## src/rtl/timing_pkg.sv

```systemverilog
// Shared defaults and phase typedef for the 65C02 timing generator.
package timing_pkg;

   // Width of a phase index; a single-bit counter is the floor even for two phases.
   function automatic int qw_of(input int phases);
      return ($clog2(phases) < 1) ? 1 : $clog2(phases);
   endfunction

   localparam int TC_Q_PHASES = 4;
   localparam int TC_P_RISE   = 2;
   localparam int TC_P_FALL   = 4;
   localparam int TC_R_WIDTH  = 4;
   localparam int TC_R_LAST   = 15;
   localparam int TC_QW       = qw_of(TC_Q_PHASES);

   typedef logic [TC_QW-1:0] tc_phase_t;

endpackage

```

## src/rtl/phase_counter.sv

```systemverilog
// Free-running sub-cycle phase counter with registered phase-high decode
// and the cycle-end indication for the step logic above it.
module phase_counter
   import timing_pkg::*;
#(
   parameter int Q_PHASES = TC_Q_PHASES,
   parameter int P_RISE   = TC_P_RISE,
   parameter int P_FALL   = TC_P_FALL,
   parameter int QW       = qw_of(Q_PHASES)
) (
   input  logic          fclk,
   input  logic          reset,
   output logic [QW-1:0] q,
   output logic          p,
   output logic          ce
);

   localparam logic [QW-1:0] LAST_PHASE = QW'(Q_PHASES - 1);
   localparam logic          P_RESET    = (P_RISE == 0);

   logic [QW-1:0] phase_d, phase_q;
   logic          p_d, p_q;

   function automatic logic in_window(input logic [QW-1:0] ph);
      int unsigned v;
      v = 32'(ph);
      return (v >= 32'(P_RISE)) && (v < 32'(P_FALL));
   endfunction

   // ce marks the edge on which the phase leaves its last value.
   assign ce = (phase_q == LAST_PHASE);

   always_comb begin
      phase_d = ce ? '0 : phase_q + QW'(1);
      // p is decoded from the next phase so p and q move on the same edge.
      p_d     = in_window(phase_d);
   end

   // NOTE: state flops use non-blocking assignments and reset asynchronously.
   always_ff @(posedge fclk or posedge reset) begin
      if (reset) begin
         phase_q <= '0;
         p_q     <= P_RESET;
      end else begin
         phase_q <= phase_d;
         p_q     <= p_d;
      end
   end

   assign q = phase_q;
   assign p = p_q;

   if (Q_PHASES < 2) begin : g_bad_q_phases
      $error("phase_counter: Q_PHASES must be at least 2");
   end
   if (P_RISE < 0 || P_RISE >= P_FALL || P_FALL > Q_PHASES) begin : g_bad_p_window
      $error("phase_counter: need 0 <= P_RISE < P_FALL <= Q_PHASES");
   end

endmodule

```

## src/rtl/phase_sequencer.sv

```systemverilog
// Machine-cycle step counter with RDY stall, restart request and cycle-end
// strobes, driven from the single fast clock via phase_counter.
module phase_sequencer
   import timing_pkg::*;
#(
   parameter int Q_PHASES = TC_Q_PHASES,
   parameter int P_RISE   = TC_P_RISE,
   parameter int P_FALL   = TC_P_FALL,
   parameter int R_WIDTH  = TC_R_WIDTH,
   parameter int R_LAST   = TC_R_LAST,
   localparam int QW      = qw_of(Q_PHASES)
) (
   input  logic               fclk,
   input  logic               reset,
   input  logic               rdy,
   input  logic               cg_to_tc,
   output logic [QW-1:0]      q,
   output logic               p,
   output logic               phi2_out,
   output logic [R_WIDTH-1:0] r,
   output logic               tc_to_id,
   output logic               r_wrap,
   output logic               stalled
);

   logic               ce;
   logic [R_WIDTH-1:0] r_d, r_q;
   logic               pending_d, pending_q;
   logic               tc_d, tc_q;
   logic               wrap_d, wrap_q;
   logic               stalled_d, stalled_q;

   phase_counter #(
      .Q_PHASES (Q_PHASES),
      .P_RISE   (P_RISE),
      .P_FALL   (P_FALL),
      .QW       (QW)
   ) u_phase_counter (
      .fclk  (fclk),
      .reset (reset),
      .q     (q),
      .p     (p),
      .ce    (ce)
   );

   // NOTE: every always_comb output gets a default first so no latch is inferred.
   always_comb begin
      r_d       = r_q;
      pending_d = pending_q | cg_to_tc;
      tc_d      = 1'b0;
      wrap_d    = 1'b0;
      stalled_d = stalled_q;
      if (ce) begin
         if (rdy) begin
            tc_d      = 1'b1;
            stalled_d = 1'b0;
            // A restart requested in the final phase still lands on this edge.
            if (pending_q || cg_to_tc) begin
               r_d       = '0;
               pending_d = 1'b0;
            end else if (r_q == R_WIDTH'(R_LAST)) begin
               r_d    = '0;
               wrap_d = 1'b1;
            end else begin
               r_d = r_q + R_WIDTH'(1);
            end
         end else begin
            stalled_d = 1'b1;
         end
      end
   end

   always_ff @(posedge fclk or posedge reset) begin
      if (reset) begin
         r_q       <= '0;
         pending_q <= 1'b0;
         tc_q      <= 1'b0;
         wrap_q    <= 1'b0;
         stalled_q <= 1'b0;
      end else begin
         r_q       <= r_d;
         pending_q <= pending_d;
         tc_q      <= tc_d;
         wrap_q    <= wrap_d;
         stalled_q <= stalled_d;
      end
   end

   assign phi2_out = p;
   assign r        = r_q;
   assign tc_to_id = tc_q;
   assign r_wrap   = wrap_q;
   assign stalled  = stalled_q;

   if (R_WIDTH < 1 || R_WIDTH > 30) begin : g_bad_r_width
      $error("phase_sequencer: R_WIDTH out of range");
   end
   if (R_LAST < 0 || R_LAST > (1 << R_WIDTH) - 1) begin : g_bad_r_last
      $error("phase_sequencer: R_LAST must fit in R_WIDTH bits");
   end

endmodule

```

## config.mk

```make
export PLATFORM = sky130hd
export DESIGN_NAME = phase_sequencer
export DESIGN_NICKNAME = d
export VERILOG_FILES = /design/src/rtl/timing_pkg.sv /design/src/rtl/phase_counter.sv /design/src/rtl/phase_sequencer.sv
export SDC_FILE = /design/constraint.sdc
export NUM_CORES = 1
export LEC_CHECK = 0
export CORE_AREA = 2 2 39 41
export CTS_CLUSTER_DIAMETER = 120
export DETAILED_ROUTE_END_ITERATION = 7
export DIE_AREA = 0 0 41 43
export SLEW_MARGIN = 10
export SYNTH_ARGS = -nofsm -noshare
export SYNTH_HDL_FRONTEND = slang
export SYNTH_SLANG_ARGS = --single-unit
```

## constraint.sdc

```tcl
create_clock -name fclk -period 1.4 [get_ports fclk]
set_input_delay 0.14 -clock fclk [delete_from_list [all_inputs] [get_ports fclk]]
set_output_delay 0.14 -clock fclk [all_outputs]
set_load 0.02 [all_outputs]
```

* Word-level counts from Yosys, hierarchy flattened
Cells that the tools add are included.
** Storage, ports and cells
- Word-level logic and storage cells :: 28
- Flip-flop bits (word level) :: 11
- Bits of input ports :: 4
- Output and inout bits :: 11
** Cells by class
- Equality and inequality tests :: 2
- Reductions and logical operators :: 2
- Add/subtract/negate cells :: 2
- Muxes and demuxes :: 13
- Order comparisons :: 1
- Bitwise operators :: 1
** Operator list (count)
- 1-bit 2-to-1 mux :: 10
- 4-bit 2-to-1 mux :: 2
- 4-bit by 1-bit adder with 4-bit output, second input constant :: 1
- 4-bit equality test, second input constant :: 1
- 2-bit by 1-bit adder with 2-bit output, second input constant :: 1
- 2-bit equality test, second input constant :: 1
- 2-bit >= comparator, second input constant :: 1
- 2-bit 2-to-1 mux :: 1
- 2-bit AND reduction :: 1
- 1-bit logical OR :: 1
- 1-bit bitwise OR :: 1

* Depth between registers and ports, before layout
- Word-level depth :: 5
- Mapped depth :: 5

* Modules after synthesis
Synthesis repeated with hierarchy kept, for this count alone.
** Second synthesis, totals
- Cell total of the unflattened synthesis :: 40
- Area total of the unflattened synthesis :: 450.4 µm²
** Modules (own cells, without submodules)
- phase_sequencer :: sequential area each 200.2 µm², area an instance 372.9 µm², cells each 34, times used 1
- phase_counter :: sequential area each 50.0 µm², area an instance 77.6 µm², cells each 6, times used 1

* Worst setup path after synthesis
No wires, ideal clock.
- Path type :: register -> register
- Start point :: reg u_phase_counter.phase_q[0] (netlist: u_phase_counter.q[0])
- End point :: reg r_q[3] (netlist: r[3])
- Library setup time :: 0.140 ns
- Clock period less this slack :: 1.298 ns
- Arrival time :: 1.158 ns
- Cell stages (with the launch flop) :: 5
- Setup slack :: 0.102 ns
- Required time :: 1.260 ns
- Cells stage by stage :: dfrtp_1 ha_1 and4bb_2 nand4_1 o311ai_2
** On the way
- Word-level cells in the longest chain between the ends :: 2
** RTL lines
- start: declaration :: RTL line phase_counter.sv:21 : logic [QW-1:0] phase_d, phase_q;
- start signal: assignment :: RTL line phase_counter.sv:45 : phase_q <= phase_d;
- 2-bit equality test :: RTL line phase_counter.sv:31 : assign ce = (phase_q == LAST_PHASE);
- 2-bit AND reduction (no source line)
- end signal: assignment :: RTL line phase_sequencer.sv:81 : r_q <= r_d;
- end: declaration :: RTL line phase_sequencer.sv:27 : logic [R_WIDTH-1:0] r_d, r_q;
No other way between the ends.
A chain may end at the register's enable or synchronous reset.

* Final worst setup path
- Start point :: reg stalled_q (netlist: stalled)
- End point :: out stalled
** RTL lines
- start: declaration :: RTL line phase_sequencer.sv:31 : logic stalled_d, stalled_q;
- start signal: assignment :: RTL line phase_sequencer.sv:85 : stalled_q <= stalled_d;
- end: declaration :: RTL line phase_sequencer.sv:23 : output logic stalled
No word-level cell between the ends.

==> run_results.csv <==
group,metric,value,unit
floorplanning,pin_count,15,
cells_and_area,fillers,147,
placed_design,hpwlAfterDp,576.2,um
logic_synthesis,syn-num-nets,44,
power_and_ir_drop,p_sw_share,20.80,%
timing,timing.fmax,0.7469,GHz
critical_path,slowest_stage,"clkdlybuf4s50_1",
clock_tree,cts_tree,"done",
clock_tree,path_clk_slew,0.06,ns
floorplanning,die_x,41,um
critical_path,rr_worst_depth,4,
placed_design,portBuffers,14,
floorplanning,core,0.001384,mm2
power_and_ir_drop,power_density,851.3,mW/mm2
timing,fin_tns_setup,0,ns
floorplanning,initial_core_util,31.46,%
clock_tree,cts_root_buf,"clkbuf_4",
routing,wl_per_cell,11.41,um
power_and_ir_drop,p_clk_share,36.9,%
hold_path,hold_class,"input pin to asynchronous set/reset pin",
critical_path,crit_end,"stalled",
timing,setup_violations,0,
timing,drv_slew,0,
placed_design,place.gp.congestion,0.7600,
routing,drtIter0Drc,7,
clock_tree,htree_levels,1,
timing,worst_pin_slew,0.3692,ns
logic_synthesis,synth_area_leaders,"dfrtp_1, ha_1, nor2_1",
critical_path,crit_buf_inv,1,
routing,first_pass_iters,4,
timing,fin_crit_sh,95.63,%
logic_synthesis,syn-cell-area,435.4,um2
logic_synthesis,avgSynthCellArea,11.46,um2
cells_and_area,diodes,0,
global_routing,grt_use_met1,16.72,%
cells_and_area,layout-area-overhead-vs-synth,37.93,%
cells_and_area,finalNetCount,61,
logic_synthesis,synth_seq_area_share,57.47,%
placed_design,dp.cells,66,
clock_tree,clk_latency,0.26,ns
timing,holdWs,0.1525,ns
critical_path,cp.arrival,1.20,ns
floorplanning,die_area,0.001763,mm2
power_and_ir_drop,p_leak,0.3174,nW
cells_and_area,mostFrequentLayoutCells,"dfrtp_1, clkdlybuf4s50_1, dlygate4sd2_1, nor2_1, nand2_1",
global_routing,antenna_found_initial,0,
logic_synthesis,synth_seq_cells,10,
routing,num_vias,334,
logic_synthesis,synth_cell_types,19,
global_routing,grt_pass1_wl,1290,um
timing,relSlewSlack,75.36,%
global_routing,grtUsageTotal,11.48,%
routing,antenna_left,0,
cells_and_area,layout_commonest_cell,"dfrtp_1",
critical_path,r2r_slack,0.14,ns
timing,fin_skew,0.001883,ns
critical_path,crit_fanout,2,
global_routing,grt-busiest-layer,"met1",
logic_synthesis,synth_top_area_share,57.47,%
global_routing,grt_max_degree,11,
timing,hold_violations,0,
global_routing,grt_overflow,0,
critical_path,cp-end-kind,"output port",
routing,routed_wl,787,um
power_and_ir_drop,p_total,0.0005113,W
routing,drc,0,
global_routing,grt.met2_usage,12.81,%
critical_path,r2r_end,"r[3]",
logic_synthesis,synth_top_cell_by_area,"dfrtp_1",
critical_path,crit_type,"flop to output port",
global_routing,grt_use_met3,3.665,%
critical_path,worst-path-stages,1,
critical_path,max_stage_delay,0.60,ns
clock_tree,cts-buffers-inserted,3,
power_and_ir_drop,comb_power_share,5.2,%
routing,viasPerCell,4.841,
critical_path,regToRegStartpoint,"u_phase_counter.q[0]",
critical_path,critPathLaunch,"stalled",
cells_and_area,fin_cells,69,
critical_path,critPathRequiredTime,1.26,ns
power_and_ir_drop,p_seq_share,57.8,%
floorplanning,fp.dieH,43,um
timing,finalCriticalPeriod,1.339,ns
clock_tree,postCtsSetupRepairBufs,0,
cells_and_area,post-route-util,43.40,%
logic_synthesis,synth_warnings,0,
logic_synthesis,synthCells,38,
cells_and_area,drive_above_1_share,18.87,%
power_and_ir_drop,p_int,0.0004049,W
critical_path,crit_chain,"clkdlybuf4s50_1",
critical_path,timing.critical_path.max_delay_family,"buffers and inverters",
timing,rsz0062_at_grt,"no",
global_routing,grt_pass1_vias,295,
power_and_ir_drop,power.switching,0.0001064,W
floorplanning,rows,14,
run,maxCapViolCount,0,
critical_path,start_kind,"flop",
power_and_ir_drop,peakVddDrop,0.4306,mV
clock_tree,clock-sinks,10,
status,status,"finished, final reports clean",
clock_tree,clock_path_buffers,2,
-- worst min-delay path by stage --
stage,start,end,depth (start not counted),slack (ns)
finish,reset,r[0],2,0.15
global placement,u_phase_counter.q[0],u_phase_counter.q[0],1,0.44
detailed placement,reset,r[0],2,0.44
global route,reset,r[0],2,0.21
floorplan,reset,pending_q,1,-0.02
CTS,reset,r[0],2,0.17
-- synth_stat cells --
cell type and count:
nand2_1 4, clkinv_2 1, o21ai_1 1, nor3_1 1
inv_1 1, nand4_1 1, o21ai_0 1, and4bb_2 1
and2_1 1, dfrtp_1 10, o31ai_2 1, and3_1 1
nand3_1 1, buf_4 2, nor2_1 5, o311ai_2 1
a22o_2 1, nand2_2 2, ha_1 2
-- layout make-up --
class                           count  area, um2  area share (%)
Sequential cell                    10      250.2           41.67
Multi-Input combinational cell     24      161.4           26.88
Timing Repair Buffer               14      137.6           22.92
Clock buffer                        3      22.52           3.750
Tap cell                           16      20.02           3.333
Inverter                            2      8.758           1.458
-- through the flow --
step / worst slack [ns] / area, um2
2_1_floorplan: 0.1021 / 435.4
3_3_place_gp: 0.1416 / 580.6
3_5_place_dp: 0.1400 / 580.6
4_1_cts: 0.006794 / 595.6
5_1_grt: 0.006795 / 600.6
6_report: 0.06112 / 600.6
-- flip-flops by register name (all words and copies together), names as in the netlist --
name               flops
stalled                1
r_wrap                 1
r                      4
u_phase_counter.q      1
pending_q              1
u_phase_counter.p      1
tc_to_id               1
-- cell families after synthesis --
kind of cell | count (synthesis) | share of synthesized area, %
DFF | 10 | 57.47
buffers and inverters | 4 | 5.457
and+or+nand+nor | 17 | 20.11
AOI/OAI and AO/OA | 5 | 11.21
adders and majority gates | 2 | 5.746
-- power by group through the flow --
| stage | logic [W] | clock network (W) | registers [W] |
|---|---|---|---|
| after floorplan | 0.00000922 | 0 | 0.000303 |
| after global routing | 0.0000310 | 0.000211 | 0.000296 |
| final | 0.0000267 | 0.000189 | 0.000296 |
| after global placement | 0.0000282 | 0 | 0.000301 |
| after detailed placement | 0.0000282 | 0 | 0.000301 |
| after CTS | 0.0000278 | 0.000195 | 0.000296 |
-- metal layers --
metal	share of wire (%)	up-vias
li1	-	163
met1	44	155
met2	45	14
met3	9.3	2
met4	1.0	0
met5	0	-
-- timing repair --
item	4_1_cts	5_1_grt
setup endpoints to repair	7	2
gates resized for setup	6	2
hold buffers	0	0
Power figures use the tool's default switching activity.
==> edit: new RTL, same flow settings <==
Reset style: synchronous (`reset`), changed in 2 clocked blocks. Comments in the files are not updated.
--- a/src/rtl/phase_counter.sv
+++ b/src/rtl/phase_counter.sv
@@ -37,7 +37,7 @@
    end
 
    // NOTE: state flops use non-blocking assignments and reset asynchronously.
-   always_ff @(posedge fclk or posedge reset) begin
+   always_ff @(posedge fclk) begin
       if (reset) begin
          phase_q <= '0;
          p_q     <= P_RESET;
--- a/src/rtl/phase_sequencer.sv
+++ b/src/rtl/phase_sequencer.sv
@@ -70,7 +70,7 @@
       end
    end
 
-   always_ff @(posedge fclk or posedge reset) begin
+   always_ff @(posedge fclk) begin
       if (reset) begin
          r_q       <= '0;
          pending_q <= 1'b0;
Function: differs if reset is asserted again (counterexample within 4 cycles, from zero or initial values and one cycle with reset high); with reset held inactive, the same outputs for 10 cycles.
==> edit against the original RTL <==
Setup slack lost 38 ps; first-iteration DRC count rose by 14%; cell area down 6.0%; clock skew is 2.3 ps higher; non-clock buffer count is the same; routed wire length shrank 1.4%; sequential cell count stayed put; area after synthesis fell by 7.2%; highest routed layer unchanged.
Power is not compared: it rests on default switching activity, and its combinational part moved more than twofold at a synthesized area within 25%.
==> edit: results (changes against the original RTL) <==
| Metric | Value |
|---|---|
| Status | complete, no violations (unchanged) |
| DR vias | 327 (was 334) |
| Worst slew pin tran | 398 ps (was 369 ps) |
| Largest net degree at the start of global routing | 12 (was 11) |
| Top post-synthesis cells by count | dfxtp_1, nor2_1, nand3b_1 (was dfrtp_1, nor2_1, nand2_1) |
| HPWL Detailed | 551 um (was 576 um) |
| Routed wire length | 776 um (was 787 um) |
| Nets@finish | 62 (was 61) |
| Worst slack, placed | 73.0 ps (was 140 ps) |
| Crit share post-route | 98.3% (was 95.6%) |
| Dpl cell area | 546 um^2 (was 581 um^2) |
| Vias in the first global route | 268 (was 295) |
| Placed insts | 67 (was 66) |
| Ys flop type | dfxtp_1 (was dfrtp_1) |
| Reg2reg end | r[3]$_SDFFE_PP0P_ (was r[3]$_DFFE_PP0P_) |
| Hold WC Path Type | reg2reg (was in2async) |
| Reg area | 200 um^2 (was 250 um^2) |
| First-pass GRT wire length | 1100 um (was 1290 um) |
| ANT cells | 0 (unchanged) |
| Crit path max fanout | 4 (was 2) |
| Fraction of area in multi-input gates | 32.8% (was 26.9%) |
| Critical path origin | u_phase_counter.p$_SDFF_PP0_ (was stalled$_DFFE_PP0N_) |
| Post-synthesis cell count | 40 (was 38) |
| Asr flop ratio synth | 0% (was 100%) |
| Critical Path Sink | p (was stalled) |
| Logic inverters | 0 (was 2) |
| Setup bufs post-CTS | 0 (unchanged) |
| GP Congestion | 0.656 (was 0.760) |
| WP data arrival | 1240 ps (was 1200 ps) |
| Layout cell share with drive strength beyond 1 | 11.1% (was 18.9%) |
| Post-Synthesis Net Count | 46 (was 44) |
| Post-synthesis sequential area ratio | 49.5% (was 57.5%) |
| Vias per cell | 4.67 (was 4.84) |
| Synth top area cells | dfxtp_1, ha_1, nand3b_1, and4bb_4, a211oi_1 (was dfrtp_1, ha_1, nor2_1, o311ai_2, buf_4) |
| Post-CTS Resized | 5 (was 6) |
| Register-to-register setup slack | 100 ps (was 140 ps) |
| Gr usage total | 9.77% (was 11.5%) |
| Critical Path Max Stage Delay | 620 ps (was 600 ps) |
| DRT iter0 DRCs | 8 (was 7) |
| Buffering overhead | 24.2% (was 22.9%) |
-- edit: logic make-up (layout without fill, tap and decap cells) --
logic type / Yosys count / after routing / share of synthesized area, %
buf+inv: 3 / 17 / 4.64
xor+xnor: 1 / 1 / 2.17
simple gates: 17 / 17 / 25.1
flops: 10 / 10 / 49.5
compound gates: 7 / 7 / 12.4
fa+ha+maj: 2 / 2 / 6.19
-- edit: worst min-delay path by stage --
stage | start | end | slack (ps)
6_report | u_phase_counter.q[0]$_SDFF_PP0_ | u_phase_counter.q[0]$_SDFF_PP0_ | 460
3_3_place_gp | u_phase_counter.q[0]$_SDFF_PP0_ | u_phase_counter.q[0]$_SDFF_PP0_ | 450
5_1_grt | u_phase_counter.q[0]$_SDFF_PP0_ | u_phase_counter.q[0]$_SDFF_PP0_ | 480
4_1_cts | u_phase_counter.q[0]$_SDFF_PP0_ | u_phase_counter.q[0]$_SDFF_PP0_ | 460
2_1_floorplan | reset | u_phase_counter.p$_SDFF_PP0_ | 210
3_5_place_dp | u_phase_counter.q[0]$_SDFF_PP0_ | u_phase_counter.q[0]$_SDFF_PP0_ | 450
-- edit: power by group --
part | switching (uW) | total, uW | internal, uW
Clock | 92.3 | 191 | 99.0
Sequential | 9.03 | 306 | 297
Combinational | 46.8 | 92.1 | 45.4
-- edit: routing by layer --
metal	global-route usage (%)	vias up	part of all wire, %
li1	-	172	-
met1	12.7	144	50
met2	11.6	9	45
met3	3.14	2	2.7
met4	10.0	0	1.5
met5	0	-	0
-- edit: through the flow --
step	power, uW	TNS [ps]	hold WS (ps)
after floorplan	370	0	212
after global placement	409	0	446
after detailed placement	410	0	445
after CTS	605	0	463
after global routing	618	-83.9	477
final	590	0	458
